==> src/rtl/pwm_pkg.sv <==
// ---------------------------------------------------------------------------------------------
// pwm_pkg: shared definitions for the PWM channel.
//   - Bit positions and widths of the 32-bit control word and 8-bit status word.
//   - Channel state enum.
//   - Decoded control-field struct, shadow struct and helper functions.
// ---------------------------------------------------------------------------------------------
package pwm_pkg;

   // Control word layout
   localparam int unsigned CtrlUsedW = 26;  // bits [31:26] are reserved
   localparam int unsigned FieldW    = 8;
   localparam int unsigned DutyLsb   = 0;
   localparam int unsigned TopLsb    = 8;
   localparam int unsigned PrescLsb  = 16;
   localparam int unsigned EnableBit = 24;
   localparam int unsigned InvertBit = 25;

   // Status word layout
   localparam int unsigned StatusW        = 8;
   localparam int unsigned StatRunningBit = 0;
   localparam int unsigned StatPendingBit = 1;
   localparam int unsigned StatClampedBit = 2;
   localparam int unsigned StatLevelBit   = 3;
   localparam int unsigned StatWrapLsb    = 4;

   typedef enum logic [1:0] {
      StIdle     = 2'd0,
      StRun      = 2'd1,
      StStopping = 2'd2
   } pwm_state_e;

   // Fields decoded from the live control word
   typedef struct packed {
      logic [FieldW-1:0] duty;
      logic [FieldW-1:0] top;
      logic [FieldW-1:0] presc;
      logic              enable;
      logic              invert;
   } ctrl_fields_t;

   // Configuration actually in use by the counters; enable is never shadowed
   typedef struct packed {
      logic [FieldW-1:0] duty;
      logic [FieldW-1:0] top;
      logic [FieldW-1:0] presc;
      logic              invert;
   } shadow_t;

   function automatic ctrl_fields_t pwm_decode(input logic [CtrlUsedW-1:0] ctrl);
      ctrl_fields_t f;
      f.duty   = ctrl[DutyLsb  +: FieldW];
      f.top    = ctrl[TopLsb   +: FieldW];
      f.presc  = ctrl[PrescLsb +: FieldW];
      f.enable = ctrl[EnableBit];
      f.invert = ctrl[InvertBit];
      return f;
   endfunction

   function automatic shadow_t pwm_to_shadow(input ctrl_fields_t f);
      shadow_t s;
      s.duty   = f.duty;
      s.top    = f.top;
      s.presc  = f.presc;
      s.invert = f.invert;
      return s;
   endfunction

   // True when the live configuration differs from the shadow (enable excluded)
   function automatic logic pwm_cfg_differs(input ctrl_fields_t f, input shadow_t s);
      return (f.duty != s.duty) || (f.top != s.top) || (f.presc != s.presc) ||
             (f.invert != s.invert);
   endfunction

   // duty == top+1 is an exact 100% setting; only values beyond that are clamped
   function automatic logic pwm_duty_clamped(input logic [FieldW-1:0] duty,
                                             input logic [FieldW-1:0] top);
      logic [FieldW:0] top_p1;
      top_p1 = {1'b0, top} + 1'b1;
      return {1'b0, duty} > top_p1;
   endfunction

endpackage

==> src/rtl/pwm_prescaler.sv <==
// ---------------------------------------------------------------------------------------------
// pwm_prescaler: clock prescaler emitting one tick every presc_i+1 enabled clocks.
//   clk_i    : clock
//   rst_i    : synchronous active-high reset
//   en_i     : count enable; while low the counter is held at zero
//   presc_i  : terminal count (tick when counter equals it)
//   tick_o   : combinational tick, high on the clock where the counter is at terminal count
// ---------------------------------------------------------------------------------------------
module pwm_prescaler #(
   parameter int unsigned CNT_W = 8
) (
   input  logic             clk_i,
   input  logic             rst_i,
   input  logic             en_i,
   input  logic [CNT_W-1:0] presc_i,
   output logic             tick_o
);

   logic [CNT_W-1:0] cnt_q, cnt_d;

   always_comb begin
      tick_o = en_i && (cnt_q == presc_i);
      cnt_d  = cnt_q;
      if (!en_i) begin
         cnt_d = '0;
      end else if (tick_o) begin
         cnt_d = '0;
      end else begin
         cnt_d = cnt_q + 1'b1;
      end
   end

   always_ff @(posedge clk_i) begin
      if (rst_i) begin
         cnt_q <= '0;
      end else begin
         cnt_q <= cnt_d;
      end
   end

endmodule

==> src/rtl/pwm_channel.sv <==
// ---------------------------------------------------------------------------------------------
// pwm_channel: single glitch-free PWM channel driven by a 32-bit control PIO word.
//   clk_clk           : system clock
//   reset_reset       : synchronous active-high reset
//   pwm_ctrl_export   : [7:0] duty, [15:8] top, [23:16] presc, [24] enable, [25] invert
//   pwm_status_export : [0] running, [1] update_pending, [2] clamped, [3] level, [7:4] wrap_cnt
//   pwm_out           : registered PWM output
//   period_irq        : one-cycle pulse on the cycle after each period boundary while running
// Configuration is shadowed and only reloaded at period boundaries, so a CPU write never
// produces a runt pulse.
// ---------------------------------------------------------------------------------------------
module pwm_channel
   import pwm_pkg::*;
#(
   parameter int unsigned CNT_W  = 8,
   parameter int unsigned WRAP_W = 4
) (
   input  logic         clk_clk,
   input  logic         reset_reset,
   input  logic [31:0]  pwm_ctrl_export,
   output logic [7:0]   pwm_status_export,
   output logic         pwm_out,
   output logic         period_irq
);

   ctrl_fields_t     cfg;
   pwm_state_e       state_q, state_d;
   shadow_t          sh_q, sh_d;
   logic [CNT_W-1:0] per_cnt_q, per_cnt_d;
   logic [WRAP_W-1:0] wrap_cnt_q, wrap_cnt_d;
   logic             pending_q, pending_d;
   logic             pwm_q, pwm_d;
   logic             irq_q, irq_d;

   logic             running;
   logic             tick;
   logic             boundary;
   logic             active;
   logic             clamped;
   logic             unused_rsvd;

   assign cfg         = pwm_decode(pwm_ctrl_export[CtrlUsedW-1:0]);
   assign unused_rsvd = ^pwm_ctrl_export[31:CtrlUsedW];
   assign running     = (state_q != StIdle);

   pwm_prescaler #(
      .CNT_W(CNT_W)
   ) u_prescaler (
      .clk_i  (clk_clk),
      .rst_i  (reset_reset),
      .en_i   (running),
      .presc_i(CNT_W'(sh_q.presc)),
      .tick_o (tick)
   );

   assign boundary = running && tick && (per_cnt_q == CNT_W'(sh_q.top));
   assign active   = (per_cnt_q < CNT_W'(sh_q.duty));
   assign clamped  = pwm_duty_clamped(sh_q.duty, sh_q.top);

   // Next-state, counters and shadow
   always_comb begin
      state_d    = state_q;
      sh_d       = sh_q;
      per_cnt_d  = per_cnt_q;
      wrap_cnt_d = wrap_cnt_q;

      if (running && tick) begin
         per_cnt_d = boundary ? '0 : per_cnt_q + 1'b1;
      end
      if (boundary) begin
         wrap_cnt_d = wrap_cnt_q + 1'b1;
      end

      unique case (state_q)
         StIdle: begin
            if (cfg.enable) begin
               sh_d       = pwm_to_shadow(cfg);
               per_cnt_d  = '0;
               wrap_cnt_d = '0;
               state_d    = StRun;
            end
         end
         StRun: begin
            if (boundary) begin
               sh_d = pwm_to_shadow(cfg);
            end
            // An enable drop on a boundary still runs one full period on the fresh shadow
            if (!cfg.enable) begin
               state_d = StStopping;
            end
         end
         StStopping: begin
            if (boundary) begin
               state_d = StIdle;
            end else if (cfg.enable) begin
               state_d = StRun;
            end
         end
         default: begin
            state_d = StIdle;
         end
      endcase
   end

   // Registered outputs
   always_comb begin
      // Compared against the next shadow so a write landing on a boundary never flags pending
      pending_d = (state_d == StRun) && pwm_cfg_differs(cfg, sh_d);
      // Idle drives the inactive level straight from the live invert bit
      pwm_d     = running ? (active ^ sh_q.invert) : cfg.invert;
      irq_d     = boundary;
   end

   always_ff @(posedge clk_clk) begin
      if (reset_reset) begin
         state_q    <= StIdle;
         sh_q       <= '0;
         per_cnt_q  <= '0;
         wrap_cnt_q <= '0;
         pending_q  <= 1'b0;
         pwm_q      <= 1'b0;
         irq_q      <= 1'b0;
      end else begin
         state_q    <= state_d;
         sh_q       <= sh_d;
         per_cnt_q  <= per_cnt_d;
         wrap_cnt_q <= wrap_cnt_d;
         pending_q  <= pending_d;
         pwm_q      <= pwm_d;
         irq_q      <= irq_d;
      end
   end

   always_comb begin
      pwm_status_export                            = '0;
      pwm_status_export[StatRunningBit]            = running;
      pwm_status_export[StatPendingBit]            = pending_q;
      pwm_status_export[StatClampedBit]            = clamped;
      pwm_status_export[StatLevelBit]              = pwm_q;
      pwm_status_export[StatWrapLsb +: WRAP_W]     = wrap_cnt_q;
   end

   assign pwm_out    = pwm_q;
   assign period_irq = irq_q;

endmodule

==> config.mk <==
export PLATFORM = sky130hd
export DESIGN_NAME = pwm_channel
export DESIGN_NICKNAME = d
export VERILOG_FILES = /design/src/rtl/pwm_pkg.sv /design/src/rtl/pwm_prescaler.sv /design/src/rtl/pwm_channel.sv
export SDC_FILE = /design/constraint.sdc
export NUM_CORES = 1
export LEC_CHECK = 0
export CORE_AREA = 2 2 77 79
export CTS_BUF_LIST = sky130_fd_sc_hd__clkbuf_8
export DETAILED_ROUTE_END_ITERATION = 8
export DIE_AREA = 0 0 79 81
export GPL_TIMING_DRIVEN = 0
export PLACE_DENSITY_LB_ADDON = 0.15
export SYNTH_ARGS = -nofsm -noshare
export SYNTH_HDL_FRONTEND = slang
export SYNTH_SLANG_ARGS = --single-unit
==> constraint.sdc <==
create_clock -name clk_clk -period 3.2 [get_ports clk_clk]
set_input_delay 0.8 -clock clk_clk [delete_from_list [all_inputs] [get_ports clk_clk]]
set_output_delay 0.8 -clock clk_clk [all_outputs]
set_load 0.01 [all_outputs]
# After elaboration in Yosys (flattened, before gate mapping)
# Cells that the tools add are included.
classes:
  addsub: 4
  magnitude_cmp: 2
  n_eq_ne: 9
  n_mux: 15
  bitwise: 2
  reduce_logical: 10
ops:
  columns: ["op", "n"]
  rows:
  - ["$mux 25", 2]
  - ["$pmux 25 s2", 1]
  - ["$mux 8", 4]
  - ["$ne 8x8->1", 3]
  - ["$add 8x1->8 const B", 2]
  - ["$eq 8x8->1", 2]
  - ["$mux 4", 3]
  - ["$add 8x1->9 const B", 1]
  - ["$gt 8x9->1", 1]
  - ["$lt 8x8->1", 1]
  - ["$mux 2", 3]
  - ["$pmux 2 s3", 1]
  - ["$add 4x1->4 const B", 1]
  - ["$eq 2x1->1 const B", 2]
  - ["$logic_and 1x1->1", 4]
  - ["$logic_or 1x1->1", 3]
  - ["$reduce_or 3->1", 1]
  - ["$eq 2x2->1 const B", 1]
  - ["$logic_not 2->1", 1]
  - ["$reduce_bool 2->1", 1]
  - ["$mux 1", 1]
  - ["$ne 1x1->1", 1]
  - ["$not 1->1", 1]
  - ["$xor 1x1->1", 1]
totals:
  ff_bits: 50
  input_bits: 34
  output_inout_bits: 10
  word_cells: 53

# Logic depth before layout (Yosys ltp)
logic_depth:
  depth_word: 11
  mapped_depth: 11

# By module
# From an unflattened synthesis, not the netlist that was laid out.
unflattened:
  cells_unflattened: 323
  area_unflattened_um2: 2994.1
by_module_without_submodules:
  columns: ["module", "n_inst", "cells_per_inst", "area_each_um2"]
  rows:
  - ["pwm_channel", 1, 275, 2519.9]
  - ["pwm_prescaler", 1, 48, 474.2]

# Least setup slack after synthesis
# Ideal clock, no wire load.
synth_path:
  path_kind: "register to output"
  start: "reg sh_q[11] (netlist name)"
  end: "out pwm_status_export[2]"
  t_arrival_ps: 1852
  slack_ps: 548
  path_stages_with_launch: 11
  path_buffers: 2
  cell_sequence: "dfxtp_1 -> clkbuf_1 -> and3_1 -> and2_1 -> nand2_1 -> xor2_1 -> ha_1 -> a21boi_0 -> o21ai_0 -> a21oi_1 -> buf_4"
synth_via:
  elab_chain_len: 2
synth_lines:
  columns: ["item", "line_no", "source"]
  rows:
  - ["start, declared", "pwm_channel.sv:28", "shadow_t sh_q, sh_d;"]
  - ["start signal, assigned", "pwm_channel.sv:117", "sh_q <= '0;"]
  - ["start signal, assigned", "pwm_channel.sv:125", "sh_q <= sh_d;"]
  - ["$add 8x1->9", "pwm_pkg.sv:78", "top_p1 = {1'b0, top} + 1'b1;"]
  - ["$gt 8x9->1", "pwm_pkg.sv:79", "return {1'b0, duty} > top_p1;"]
  - ["end, declared", "pwm_channel.sv:21", "output logic [7:0] pwm_status_export,"]
# No other way between the ends.

# Worst setup path in the final report
layout_path:
  start: "reg sh_q[10] (netlist name)"
  end: "out pwm_status_export[2]"
# The elaborated chain is that of the path after synthesis.

==> flow_summary.yaml <==
sta:
  rsz0062_at_grt: "false"
  skew_ns: 0.00692
  fmax_ghz: 0.322
  drv_slew: 0
  finalSetupViolations: 0
  finalHoldViolCount: 0
  worstMarginPinSlew_ns: 0.836
  period_share_pct: 96.9
  tns_ns: 0
  min_period_ns: 3.10
  maxSlewHeadroom_pct: 44.3
synthesis:
  seq_area_frac_synth_pct: 32.5
  synth_area_mm2: 0.00308
  synth_flop_cell: "dfxtp_1"
  synth-edff-count: 0
  synth_top_family_by_area: "simple AND/OR/NAND/NOR gates"
  yosys.area_share.simple_pct: 22.6
  synthTopCellsByCount: "dfxtp_1 (50), nand2_1 (41), xor2_1 (29), xnor2_1 (28), nor2_1 (22)"
  synth.mux.area_fraction_pct: 0.651
  synth_compound_area_share_pct: 13.9
  synth-xor-area-share_pct: 16.8
  async_flop_share_pct: 0
  syn_nets: 411
  yosysTopAreaCell: "dfxtp_1"
  synth_top_area_share_pct: 32.5
  yosys_warnings: 0
  yosysMostFrequentCell: "dfxtp_1"
  ys_ff_latch: 50
  synth.distinct_cells: 42
  syn_inst: 358
  synthTopCellsByArea: "dfxtp_1 (33%), xor2_1 (8.3%), xnor2_1 (8.0%)"
  avgSynthCellArea_um2: 8.59
  yosys.area_share.adder_pct: 7.73
cts:
  cts_buffers: 5
  post_cts_buffers: 0
  clk_path_buf_depth: 2
  clock_sinks: 50
  cts_max_level: 2
  clk_latency_ns: 0.31
  clkSlewWorstSetupHoldPaths_ns: 0.09
  clockRootBuffer: "clkbuf_8"
  cts_tree: "yes"
cells_and_area:
  synthToLayoutAreaGrowth_pct: 18.5
  finalNetCount: 452
  design_area_mm2: 0.00365
  drive_above_1_share_pct: 17.8
  final_cells: 475
  antennaDiodeCount: 0
grt:
  grt_pass1_vias: 2417
  overflow: 0
  grt.total_usage_pct: 23.2
  grt_pass1_wl_mm: 11.5
  antenna_found_initial: 0
  grt_max_degree: 16
floorplan:
  boundaryPins: 44
  core.rowCount: 28
  die_area_mm2: 0.00640
  core_area_mm2: 0.00568
  die_x_um: 79
  start_util_pct: 54.2
  die_h_um: 81
power_and_ir_drop:
  p_clk_share_pct: 27.2
  pwr-share-seq_pct: 49.7
  combPwrFrac_pct: 23.2
  switching_share_pct: 30.4
  powerDensity_mw_per_mm2: 375
  p_int_mw: 0.952
  p_leak_nw: 1.33
  switchingPower_mw: 0.415
  vdd_drop_max_v: 0.000280
drt:
  post_drt_wl_per_cell_um: 14.6
  drt_iter0_drc: 116
  detail-route-antenna-nets: 0
  num_vias: 2501
  drt_first_pass_iters: 4
  drc: 0
  vias_per_cell: 5.27
  drt-total-wl_mm: 6.94
setup_path:
  path_class: "flip-flop to output pin"
  path_buf_inv: 3
  cpLargestDelayFamily: "compound AO/OA/AOI/OAI gates"
  crit_chain: "ha_4, inv_2, ha_4, nor2b_1, o21a_1, o21a_1, o211ai_1, a21boi_1, o21ai_1, a21oi_1, buf_4, buf_2"
  slowest_stage: "dfxtp_2"
  critPathMaxFanout: 2
  critical_path_arrival_ns: 2.30
  crit_path_end_kind: "output pin"
  slowest_delay_ns: 0.34
  start_kind: "flip-flop"
  required_ns: 2.40
placement:
  post_dp_cell_area_mm2: 0.00353
  io_buffer_count: 36
  gp_routability_congestion: 0.838
  dp_cells: 469
  hpwl_mm: 5.24
min_path:
  hp-class: "flip-flop to flip-flop"
status:
  status: "finished clean"
job:
  max-cap-violations: 0
==> flip-flops by register name, indices dropped and copies added (netlist names) <==
signal / cells
sh_q: 25
per_cnt_q: 8
u_prescaler.cnt_q: 8
wrap_cnt_q: 4
state_q: 2
pending_q: 1
period_irq: 1
pwm_out: 1
==> what timing repair did <==
item	in CTS	in global routing
setup endpoints to repair	1	1
pin swaps	3	3
gates resized for setup	12	8
hold buffers	0	0
endpoints found under the hold margin	0	0
==> worst paths after layout <==
kind	startpoint	end	slack, ns	cells after the start
worst max register to register	u_prescaler.cnt_q[0]$_SDFF_PP0_	sh_q[0]$_SDFF_PP0_	0.82	9
worst max-delay path	sh_q[10]$_SDFF_PP0_	pwm_status_export[2]	0.1	12
worst min-delay path	sh_q[0]$_SDFF_PP0_	sh_q[0]$_SDFF_PP0_	0.51	2
worst min register to register	sh_q[0]$_SDFF_PP0_	sh_q[0]$_SDFF_PP0_	0.51	2
==> worst reg2reg max path, cell delays in order, from the launching register on <==
cell and delay [ns]:
dfxtp_1 0.45, xnor2_1 0.15, o21ai_1 0.11, or3_1 0.39, buf_6 0.15, nor3_4 0.39
a22oi_2 0.19, buf_2 0.25, nand2_1 0.11, a21oi_2 0.05
==> placed cells by master, fill, tap and decap left out, types with 2 or more instances in the layout <==
cell type         n
nand2_1          41
inv_1            13
buf_4             4
dfxtp_1          45
xnor2_1          28
clkbuf_1          6
a21oi_2          20
clkbuf_2          2
dfxtp_4           3
clkbuf_8          5
ha_1             17
mux2i_1           2
buf_12            2
a21oi_1          16
o21a_1            3
nor4_1            3
and3_1            7
nor3_1            5
nor2b_1           4
ha_4              2
o21ai_0           8
buf_2             3
nand4_1          11
clkdlybuf4s50_1  35
xor2_1           29
dfxtp_2           2
nand2_2          20
nand3b_1          6
nand3_1          12
nor2_1           22
o21ai_1           3
==> logic make-up after synthesis <==
kind of cell | count (synthesis)
compound gates | 60
mux | 2
xor+xnor | 58
flops | 50
simple gates | 136
fa+ha+maj | 19
buf+inv | 33
==> through the flow <==
stage	hold slack, ns	setup slack, ns	total power [mW]	util [%]
after floorplan	0.460	0.548	0.896	-
after global placement	0.479	-0.0945	1.00	62.2
after detailed placement	0.501	-0.128	1.01	62.2
after CTS	0.515	0.0261	1.38	63.8
after global routing	0.534	0.00611	1.44	64.2
final	0.510	0.0980	1.37	64.2
==> routing by layer <==
layer	up-vias	track usage, %	routed length, um
met2	41	41.4	3450
met4	0	5.52	95
li1	1287	-	-
met3	13	5.00	234
met5	-	0	0
met1	1160	28.7	3160
==> layout make-up <==
class                           instances  area (um^2)
Sequential cell                        50         1010
Inverter                               13         48.8
Buffer                                 18          128
Clock buffer                            5         68.8
Multi-Input combinational cell        275         1920
Tap cell                               75         93.8
Clock inverter                          3         17.5
Fill cell                             498         2030
Timing Repair Buffer                   36          355
==> power by group through the flow <==
| stage | clock network (mW) | registers (mW) | logic [mW] |
|---|---|---|---|
| CTS | 0.381 | 0.679 | 0.317 |
| detailed placement | 0 | 0.690 | 0.317 |
| global placement | 0 | 0.689 | 0.312 |
| floorplan | 0 | 0.682 | 0.214 |
| global route | 0.407 | 0.683 | 0.349 |
| finish | 0.371 | 0.679 | 0.317 |
Power figures use the tool's default switching activity.
